[config.mk]
export PLATFORM = sky130hd
export DESIGN_NAME = fetch_unit_flat
export DESIGN_NICKNAME = d
export VERILOG_FILES = /design/src/rtl/riscv_pkg.sv /design/src/rtl/fetch_unit_if.sv /design/src/rtl/sync_fifo.sv /design/src/rtl/fetch_unit.sv /design/src/flat_wrapper.sv
export SDC_FILE = /design/constraint.sdc
export NUM_CORES = 1
export LEC_CHECK = 0
export BUFFER_PORTS_ARGS = -buffer_cell sky130_fd_sc_hd__buf_2
export CAP_MARGIN = 20
export CORE_MARGIN = 2
export CORE_UTILIZATION = 38
export DETAILED_ROUTE_END_ITERATION = 10
export MAX_ROUTING_LAYER = met4
export SYNTH_ARGS = -nofsm -noshare
export SYNTH_HDL_FRONTEND = slang
export SYNTH_HIERARCHICAL = 1
export SYNTH_SLANG_ARGS = --single-unit
[constraint.sdc]
create_clock -name clk -period 7.2 [get_ports clk]
set_input_delay 1.44 -clock clk [delete_from_list [all_inputs] [get_ports clk]]
set_output_delay 1.44 -clock clk [all_outputs]
set_load 0.1 [all_outputs]
[src/rtl/riscv_pkg.sv]
// Shared RISC-V pipeline types: data width, bubble encoding and the
// {pc, instr} record buffered by the fetch stage.
package riscv_pkg;
    localparam int XLEN = 32;
    localparam logic [XLEN-1:0] BUBBLE_INSTR = 32'h0;

    typedef struct packed {
        logic [XLEN-1:0] pc;
        logic [XLEN-1:0] instr;
    } fetch_entry_t;
endpackage

[src/rtl/fetch_unit_if.sv]
// Instruction-memory request/response channel between the fetch unit
// (master) and the instruction memory (slave).
interface fetch_unit_if;
    import riscv_pkg::*;

    logic            imem_req_valid;
    logic            imem_req_ready;
    logic [XLEN-1:0] imem_req_addr;
    logic            imem_rsp_valid;
    logic [XLEN-1:0] imem_rsp_data;

    modport master (
        output imem_req_valid, imem_req_addr,
        input  imem_req_ready, imem_rsp_valid, imem_rsp_data
    );

    modport slave (
        input  imem_req_valid, imem_req_addr,
        output imem_req_ready, imem_rsp_valid, imem_rsp_data
    );
endinterface

[src/rtl/sync_fifo.sv]
// Single-clock FIFO with synchronous clear; DEPTH must be a power of two so
// the pointers wrap for free.
module sync_fifo #(
    parameter int WIDTH = 32,
    parameter int DEPTH = 4
) (
    input  logic                   clk,
    input  logic                   reset,
    input  logic                   i_push,
    input  logic                   i_pop,
    input  logic                   i_clear,
    input  logic [WIDTH-1:0]       i_data,
    output logic                   o_empty,
    output logic                   o_full,
    output logic [WIDTH-1:0]       o_head,
    output logic [$clog2(DEPTH):0] o_count
);
    localparam int AW = $clog2(DEPTH);

    logic [WIDTH-1:0] r_mem [DEPTH];
    logic [AW-1:0]    r_rd;
    logic [AW-1:0]    r_wr;
    logic [AW:0]      r_cnt;
    logic             w_do_push;
    logic             w_do_pop;

    assign o_empty   = (r_cnt == '0);
    assign o_full    = (r_cnt == (AW+1)'(DEPTH));
    assign o_head    = r_mem[r_rd];
    assign o_count   = r_cnt;
    assign w_do_pop  = i_pop && !o_empty;
    assign w_do_push = i_push && (!o_full || w_do_pop);

    always_ff @(posedge clk) begin
        if (reset || i_clear) begin
            r_rd  <= '0;
            r_wr  <= '0;
            r_cnt <= '0;
        end else begin
            if (w_do_push) r_wr <= r_wr + 1'b1;
            if (w_do_pop)  r_rd <= r_rd + 1'b1;
            r_cnt <= r_cnt + (AW+1)'(w_do_push) - (AW+1)'(w_do_pop);
        end
    end

    // Storage needs no reset: occupancy alone decides what is readable.
    always_ff @(posedge clk) begin
        if (w_do_push) r_mem[r_wr] <= i_data;
    end
endmodule

[src/rtl/fetch_unit.sv]
// IF stage: owns the PC, issues credit-limited in-order fetches and buffers
// returned instructions for IF/ID, honouring stall and redirect.
module fetch_unit import riscv_pkg::*; #(
    parameter logic [XLEN-1:0] RESET_PC = 32'h0000_0000,
    parameter int              DEPTH    = 4
) (
    input  logic            clk,
    input  logic            reset,
    input  logic            stall_if,
    input  logic            redirect_valid,
    input  logic [XLEN-1:0] redirect_pc,
    fetch_unit_if.master    imem,
    output logic [XLEN-1:0] instr_if,
    output logic [XLEN-1:0] pc_if,
    output logic [XLEN-1:0] pc_plus4_if
);
    localparam int CW = $clog2(DEPTH) + 1;
    localparam int EW = $bits(fetch_entry_t);

    logic [XLEN-1:0] r_fetch_pc;
    logic [CW-1:0]   r_credits;
    logic [CW-1:0]   r_drop_cnt;

    logic            w_pop, w_req_valid, w_issue, w_rsp, w_dropping, w_push;
    logic [CW-1:0]   w_redir_drop;
    logic [XLEN-1:0] w_pcq_head;
    logic            w_pcq_empty, w_pcq_full;
    logic [CW-1:0]   w_pcq_count;
    logic [EW-1:0]   w_fifo_head_raw;
    fetch_entry_t    w_fifo_head;
    fetch_entry_t    w_fifo_in;
    logic            w_fifo_empty, w_fifo_full;
    logic [CW-1:0]   w_fifo_count;
    logic            w_unused;

    assign w_pop       = !stall_if && !w_fifo_empty && !redirect_valid;
    // A same-cycle pop frees a credit, which keeps k=1 streaming at full rate.
    assign w_req_valid = !reset && !redirect_valid &&
                         ((r_credits < CW'(DEPTH)) || w_pop);
    assign w_issue     = w_req_valid && imem.imem_req_ready;
    assign w_rsp       = imem.imem_rsp_valid;
    assign w_dropping  = w_rsp && (r_drop_cnt != '0);
    assign w_push      = w_rsp && (r_drop_cnt == '0) && !redirect_valid;

    // Everything still outstanding after this cycle's response becomes stale.
    assign w_redir_drop = r_credits - w_fifo_count - CW'(w_rsp);

    assign imem.imem_req_valid = w_req_valid;
    assign imem.imem_req_addr  = r_fetch_pc;

    assign w_fifo_in.pc    = w_pcq_head;
    assign w_fifo_in.instr = imem.imem_rsp_data;
    assign w_fifo_head     = fetch_entry_t'(w_fifo_head_raw);
    assign w_unused        = &{1'b0, w_pcq_empty, w_pcq_full, w_pcq_count, w_fifo_full};

    sync_fifo #(.WIDTH(XLEN), .DEPTH(DEPTH)) u_pc_queue (
        .clk     (clk),
        .reset   (reset),
        .i_push  (w_issue),
        .i_pop   (w_rsp),
        .i_clear (1'b0),
        .i_data  (r_fetch_pc),
        .o_empty (w_pcq_empty),
        .o_full  (w_pcq_full),
        .o_head  (w_pcq_head),
        .o_count (w_pcq_count)
    );

    sync_fifo #(.WIDTH(EW), .DEPTH(DEPTH)) u_instr_fifo (
        .clk     (clk),
        .reset   (reset),
        .i_push  (w_push),
        .i_pop   (w_pop),
        .i_clear (redirect_valid),
        .i_data  (w_fifo_in),
        .o_empty (w_fifo_empty),
        .o_full  (w_fifo_full),
        .o_head  (w_fifo_head_raw),
        .o_count (w_fifo_count)
    );

    always_ff @(posedge clk) begin
        if (reset) begin
            r_fetch_pc <= RESET_PC;
            r_credits  <= '0;
            r_drop_cnt <= '0;
        end else if (redirect_valid) begin
            r_fetch_pc <= {redirect_pc[XLEN-1:2], 2'b00};
            r_drop_cnt <= w_redir_drop;
            r_credits  <= w_redir_drop;
        end else begin
            if (w_issue)    r_fetch_pc <= r_fetch_pc + 32'd4;
            if (w_dropping) r_drop_cnt <= r_drop_cnt - 1'b1;
            r_credits <= r_credits + CW'(w_issue) - CW'(w_pop) - CW'(w_dropping);
        end
    end

    always_comb begin
        instr_if    = BUBBLE_INSTR;
        pc_if       = '0;
        pc_plus4_if = '0;
        if (!w_fifo_empty) begin
            instr_if    = w_fifo_head.instr;
            pc_if       = w_fifo_head.pc;
            pc_plus4_if = w_fifo_head.pc + 32'd4;
        end
    end
endmodule

[src/flat_wrapper.sv]
// flat-port wrapper written by rule: the top's interface ports become plain ports
module fetch_unit_flat import riscv_pkg::*;
#(
    parameter logic [XLEN-1:0] RESET_PC = 32'h0000_0000,
    parameter int              DEPTH    = 4
)
  (clk, reset, stall_if, redirect_valid, redirect_pc, instr_if, pc_if, pc_plus4_if, imem_imem_req_valid, imem_imem_req_addr, imem_imem_req_ready, imem_imem_rsp_valid, imem_imem_rsp_data);
  fetch_unit_if imem_i ();
  input  logic clk;
  input  logic reset;
  input  logic stall_if;
  input  logic redirect_valid;
  input  logic [XLEN-1:0] redirect_pc;
  output logic [XLEN-1:0] instr_if;
  output logic [XLEN-1:0] pc_if;
  output logic [XLEN-1:0] pc_plus4_if;
  output wire logic [$bits(imem_i.imem_req_valid)-1:0] imem_imem_req_valid;
  output wire logic [$bits(imem_i.imem_req_addr)-1:0] imem_imem_req_addr;
  input wire logic [$bits(imem_i.imem_req_ready)-1:0] imem_imem_req_ready;
  input wire logic [$bits(imem_i.imem_rsp_valid)-1:0] imem_imem_rsp_valid;
  input wire logic [$bits(imem_i.imem_rsp_data)-1:0] imem_imem_rsp_data;
  assign imem_imem_req_valid = imem_i.imem_req_valid;
  assign imem_imem_req_addr = imem_i.imem_req_addr;
  assign imem_i.imem_req_ready = imem_imem_req_ready;
  assign imem_i.imem_rsp_valid = imem_imem_rsp_valid;
  assign imem_i.imem_rsp_data = imem_imem_rsp_data;
  fetch_unit #(.RESET_PC(RESET_PC), .DEPTH(DEPTH)) u_core (.clk(clk), .reset(reset), .stall_if(stall_if), .redirect_valid(redirect_valid), .redirect_pc(redirect_pc), .imem(imem_i), .instr_if(instr_if), .pc_if(pc_if), .pc_plus4_if(pc_plus4_if));
endmodule
### After elaboration in Yosys (flattened, before gate mapping)

Memories as Yosys holds them, arrays and structs flattened. A register that Yosys moved wholly into a read port is not among the register bits.
Cells that the tools add are included.

| operators by class | value |
|---|---|
| add/subtract/negate cells | 16 |
| order comparisons | 1 |
| equality and inequality tests | 2 |
| multiplexer cells | 16 |
| reduce and logical (&&, ||, !) cells | 30 |

Operators by type and width:

| cell | number |
|---|---|
| two-way mux 32 bit | 5 |
| adder 32 x 3 -> 32 bit, second input constant | 2 |
| subtractor 3 x 1 -> 3 bit | 5 |
| logical AND 1 bit | 12 |
| adder 3 x 1 -> 3 bit | 3 |
| zero test 3 bit | 3 |
| two-way mux 3 bit | 3 |
| adder 2 x 1 -> 2 bit, second input constant | 4 |
| two-way mux 2 bit | 4 |
| zero test 1 bit | 7 |
| == test 3 bit, second input constant | 2 |
| logical OR 1 bit | 4 |
| two-way mux 1 bit | 4 |
| nonzero test 2 bit | 2 |
| < comparator 3 bit, second input constant | 1 |
| nonzero test 3 bit | 1 |
| subtractor 3 x 1 -> 3 bit, second input constant | 1 |
| subtractor 3 bit | 1 |
| OR reduction 2 bit | 1 |

| word-level totals | value |
|---|---|
| register bits | 52 |
| bits in writable memories | 384 |
| bits of input ports | 70 |
| word-level logic and storage cells | 77 |
| memories kept | 2 |

Memory list:

| name | words | width | rd ports | clocked after memory_dff | write ports | RTL line | source |
|---|---|---|---|---|---|---|---|
| u_core.u_instr_fifo.r_mem | 4 | 64 | 1 | 1 | 1 | sync_fifo.sv:20 | `logic [WIDTH-1:0] r_mem [DEPTH];` |
| u_core.u_pc_queue.r_mem | 4 | 32 | 1 | 1 | 1 | sync_fifo.sv:20 |  |

### Longest topological paths before layout

| logic depth | value |
|---|---|
| word-level depth | 11 |
| gate-level depth with buffers | 12 |
| depth with buffers taken out | 12 |

### Modules after synthesis

Netlist, hierarchy kept.

Modules (own cells, without submodules):

| module | times used | cells each | area each (µm²) |
|---|---|---|---|
| sync_fifo (u_core.u_instr_fifo) | 1 | 382 | 9689.3 |
| sync_fifo (u_core.u_pc_queue) | 1 | 215 | 5077.4 |
| fetch_unit | 1 | 462 | 3314.4 |

### Worst setup path after synthesis

No wires, ideal clock.

| timing path | value |
|---|---|
| path type | input to output |
| start point | input port redirect_valid |
| end point | output port imem_imem_req_valid |
| data arrival time | 3.579 ns |
| required time | 5.760 ns |
| setup slack | 2.181 ns |
| stages on the path | 4 |
| buffers on the path | 2 |
| path through | clkbuf_1 > clkbuf_1 > or2_2 > a21oi_1 |

| between the ends | value |
|---|---|
| cells in the longest elaborated chain, start to end | 4 |
| elaborated cells between the ends (all ways) | 5 |
| those cells by class | reduce/logical (5) |

RTL lines:

| element | RTL line | source |
|---|---|---|
| from (decl) | flat_wrapper.sv:12 | `input logic redirect_valid;` |
| zero test 1 bit (*) | fetch_unit.sv:36, fetch_unit.sv:38 |  |
| logical AND 1 bit | fetch_unit.sv:36 | `assign w_pop = !stall_if && !w_fifo_empty && !redirect_valid;` |
| logical OR 1 bit | fetch_unit.sv:39 | `((r_credits < CW'(DEPTH)) \|\| w_pop);` |
| logical AND 1 bit (*) | fetch_unit.sv:38 | `assign w_req_valid = !reset && !redirect_valid &&` |
| to (decl) | flat_wrapper.sv:17 | `output wire logic [$bits(imem_i.imem_req_valid)-1:0] imem_imem_req_valid;` |

Every way passes the cells marked *; elsewhere a longest branch is shown, timed or not.

==> results_dict.tcl <==
set metrics [dict create \
    status "finished, final reports clean" \
    synth_area_um2 18060 \
    power.density_nw_per_um2 271.7 \
    final.setup_skew_ps 21.33 \
    design_area_um2 21310 \
    path_class "reg -> out" \
    p_total_uw 5789 \
    endpoint_kind "output port" \
    htreeDepth 2 \
    worst_path_max_delay_cell "dfxtp_4" \
    drt-pass1-iter-count 5 \
    drtIter0Drc 691 \
    cp_cell_sequence "mux4_2 > nand4_1 > nor3_1 > nand4_1 > xor2_1 > nor2_1 > buf_2" \
    start_util 0.3863 \
    grt_pass1_vias 9969 \
    dpl.hpwl_mm 23.33 \
    worst-path-max-fanout 38 \
    fin_nets 1373 \
    post_cts_resized 0 \
    required_ps 5760 \
    dpl_worst_slack_ps 2250 \
    via_per_inst 5.139 \
    ant_nets 0 \
    die_h_um 222.0 \
    grt_pass1_wl_mm 58.69 \
    pin_count 199 \
    maxCapViolCount 0 \
    wl_mm 38.46 \
    via_count 9903 \
    worst_path_most_repeated_cell "nand4_1" \
    cts_inserted_buffers 47 \
    track_usage 0.1600 \
    setup_ws_ps 1811 \
    layout_commonest_cell "edfxtp_1" \
    num_rows 79 \
    layout-drive-gt1-share 0.3055 \
    slew_headroom 0.2851 \
    syn_avg_cell_area_um2 17.10 \
    path_clk_slew_ps 60 \
    synthCells 1056 \
    cts_tree "yes" \
    die_w_um 222.0 \
    cts_sinks 438 \
    clk_latency_ps 580 \
    area_delta_synth_final_pct 17.99 \
    cp-start-kind "flop" \
    fillers 4088 \
    hold_viol_final 0 \
    core_um2 46750 \
    max_stage_delay_ps 900 \
    layout_common_cells "edfxtp_1 (384), buf_2 (194), mux4_2 (96), nor2b_1 (65), nand2_1 (58)" \
    postCtsSetupBuffers 0 \
    grt_max_degree 95 \
    cts_max_path_buffers 3 \
    cp.arrival_ps 3950 \
    vdd_drop_max_mv 0.1665 \
    power_leakage_uw 0.007277 \
    die_area_um2 49290 \
    yosysWarnings 6 \
    placed_cell_area_um2 19740 \
    maxSlewViolCount 0 \
    period_minus_slack_ps 5389 \
    max_freq_mhz 185.6 \
    clockRootBuffer "clkbuf_16" \
    setup_viol 0 \
    wl_per_cell_um 19.96 \
    antenna_found_initial 1 \
    hold_class "reg -> reg" \
    overflow 0 \
    fin_util 0.4558 \
    worst_slew_pin_slew_ps 1072 \
    rsz0062_at_grt "no" \
    fin_tns_setup_ps 0 \
    period_share 0.7485 \
    place_congestion 0.7727 \
    hold_buffers 0 \
    io_buffers 194 \
    drt_drc_violations_left 0 \
]
## area by class of cell
cell class	count	area, µm²	share of cell area
tap	607	759.5	0.03564
inverter	24	90.09	0.004227
timing repair buffer	211	1099	0.05155
clock inverter	34	345.3	0.01620
clock buffer	53	1220	0.05725
multi-input combinational	559	5175	0.2428
antenna	1	2.502	0.0001174
sequential	438	12620	0.5922
## path summary, 6_finish.rpt
path                                  start                        endpoint  slack, ps  cells after the start
max                                    flop                 pc_plus4_if[31]       1810                      7
min             u_core/u_instr_fifo/r_wr[0]     u_core/u_instr_fifo/r_wr[0]        510                      2
max reg2reg  u_core/u_instr_fifo/o_count[1]  u_core/u_instr_fifo/o_count[2]       4240                     11
min reg2reg     u_core/u_instr_fifo/r_wr[0]     u_core/u_instr_fifo/r_wr[0]        510                      2
## report_power, final
part / internal (µW) / switching (µW)
registers: 2820 / 48.0
clock network: 1440 / 982
logic: 124 / 373
total: 4390 / 1400
## layer usage
| metal | routed length, µm | vias to the layer above | GRT usage |
|---|---|---|---|
| met3 | 1833 | 53 | 0.02571 |
| met4 | 831 | 0 | 0.04861 |
| met2 | 17980 | 260 | 0.2487 |
| met5 | 0 | - | - |
| li1 | - | 4549 | - |
| met1 | 17810 | 5041 | 0.2176 |
## flip-flops by register name (all words and copies together) (netlist names), named ones only
name / count
u_core/imem.imem_req_addr: 30
u_core/r_credits: 3
u_core/r_drop_cnt: 3
u_core/u_instr_fifo/o_count: 3
u_core/u_instr_fifo/r_mem: 256
u_core/u_instr_fifo/r_rd: 2
u_core/u_instr_fifo/r_wr: 2
u_core/u_pc_queue/o_count: 3
u_core/u_pc_queue/r_mem: 128
u_core/u_pc_queue/r_rd: 2
u_core/u_pc_queue/r_wr: 2
## worst max-delay path, delay by kind of cell, from the launching register on
family	cells	cell delay (ps)
buffers and inverters	1	470
DFF	1	900
and+or+nand+nor	4	1290
xor gates and xnor gates	1	230
muxes	1	470
## through the flow
step | cells | hold WS, ps
4_1_cts | 1926 | 518.3
3_5_place_dp | 1839 | 510.7
3_3_place_gp | 1839 | 489.1
6_report | 1927 | 509.1
5_1_grt | 1927 | 548.9
2_1_floorplan | 1070 | 470.9
No activity file was read; power rests on OpenSTA's default activity.
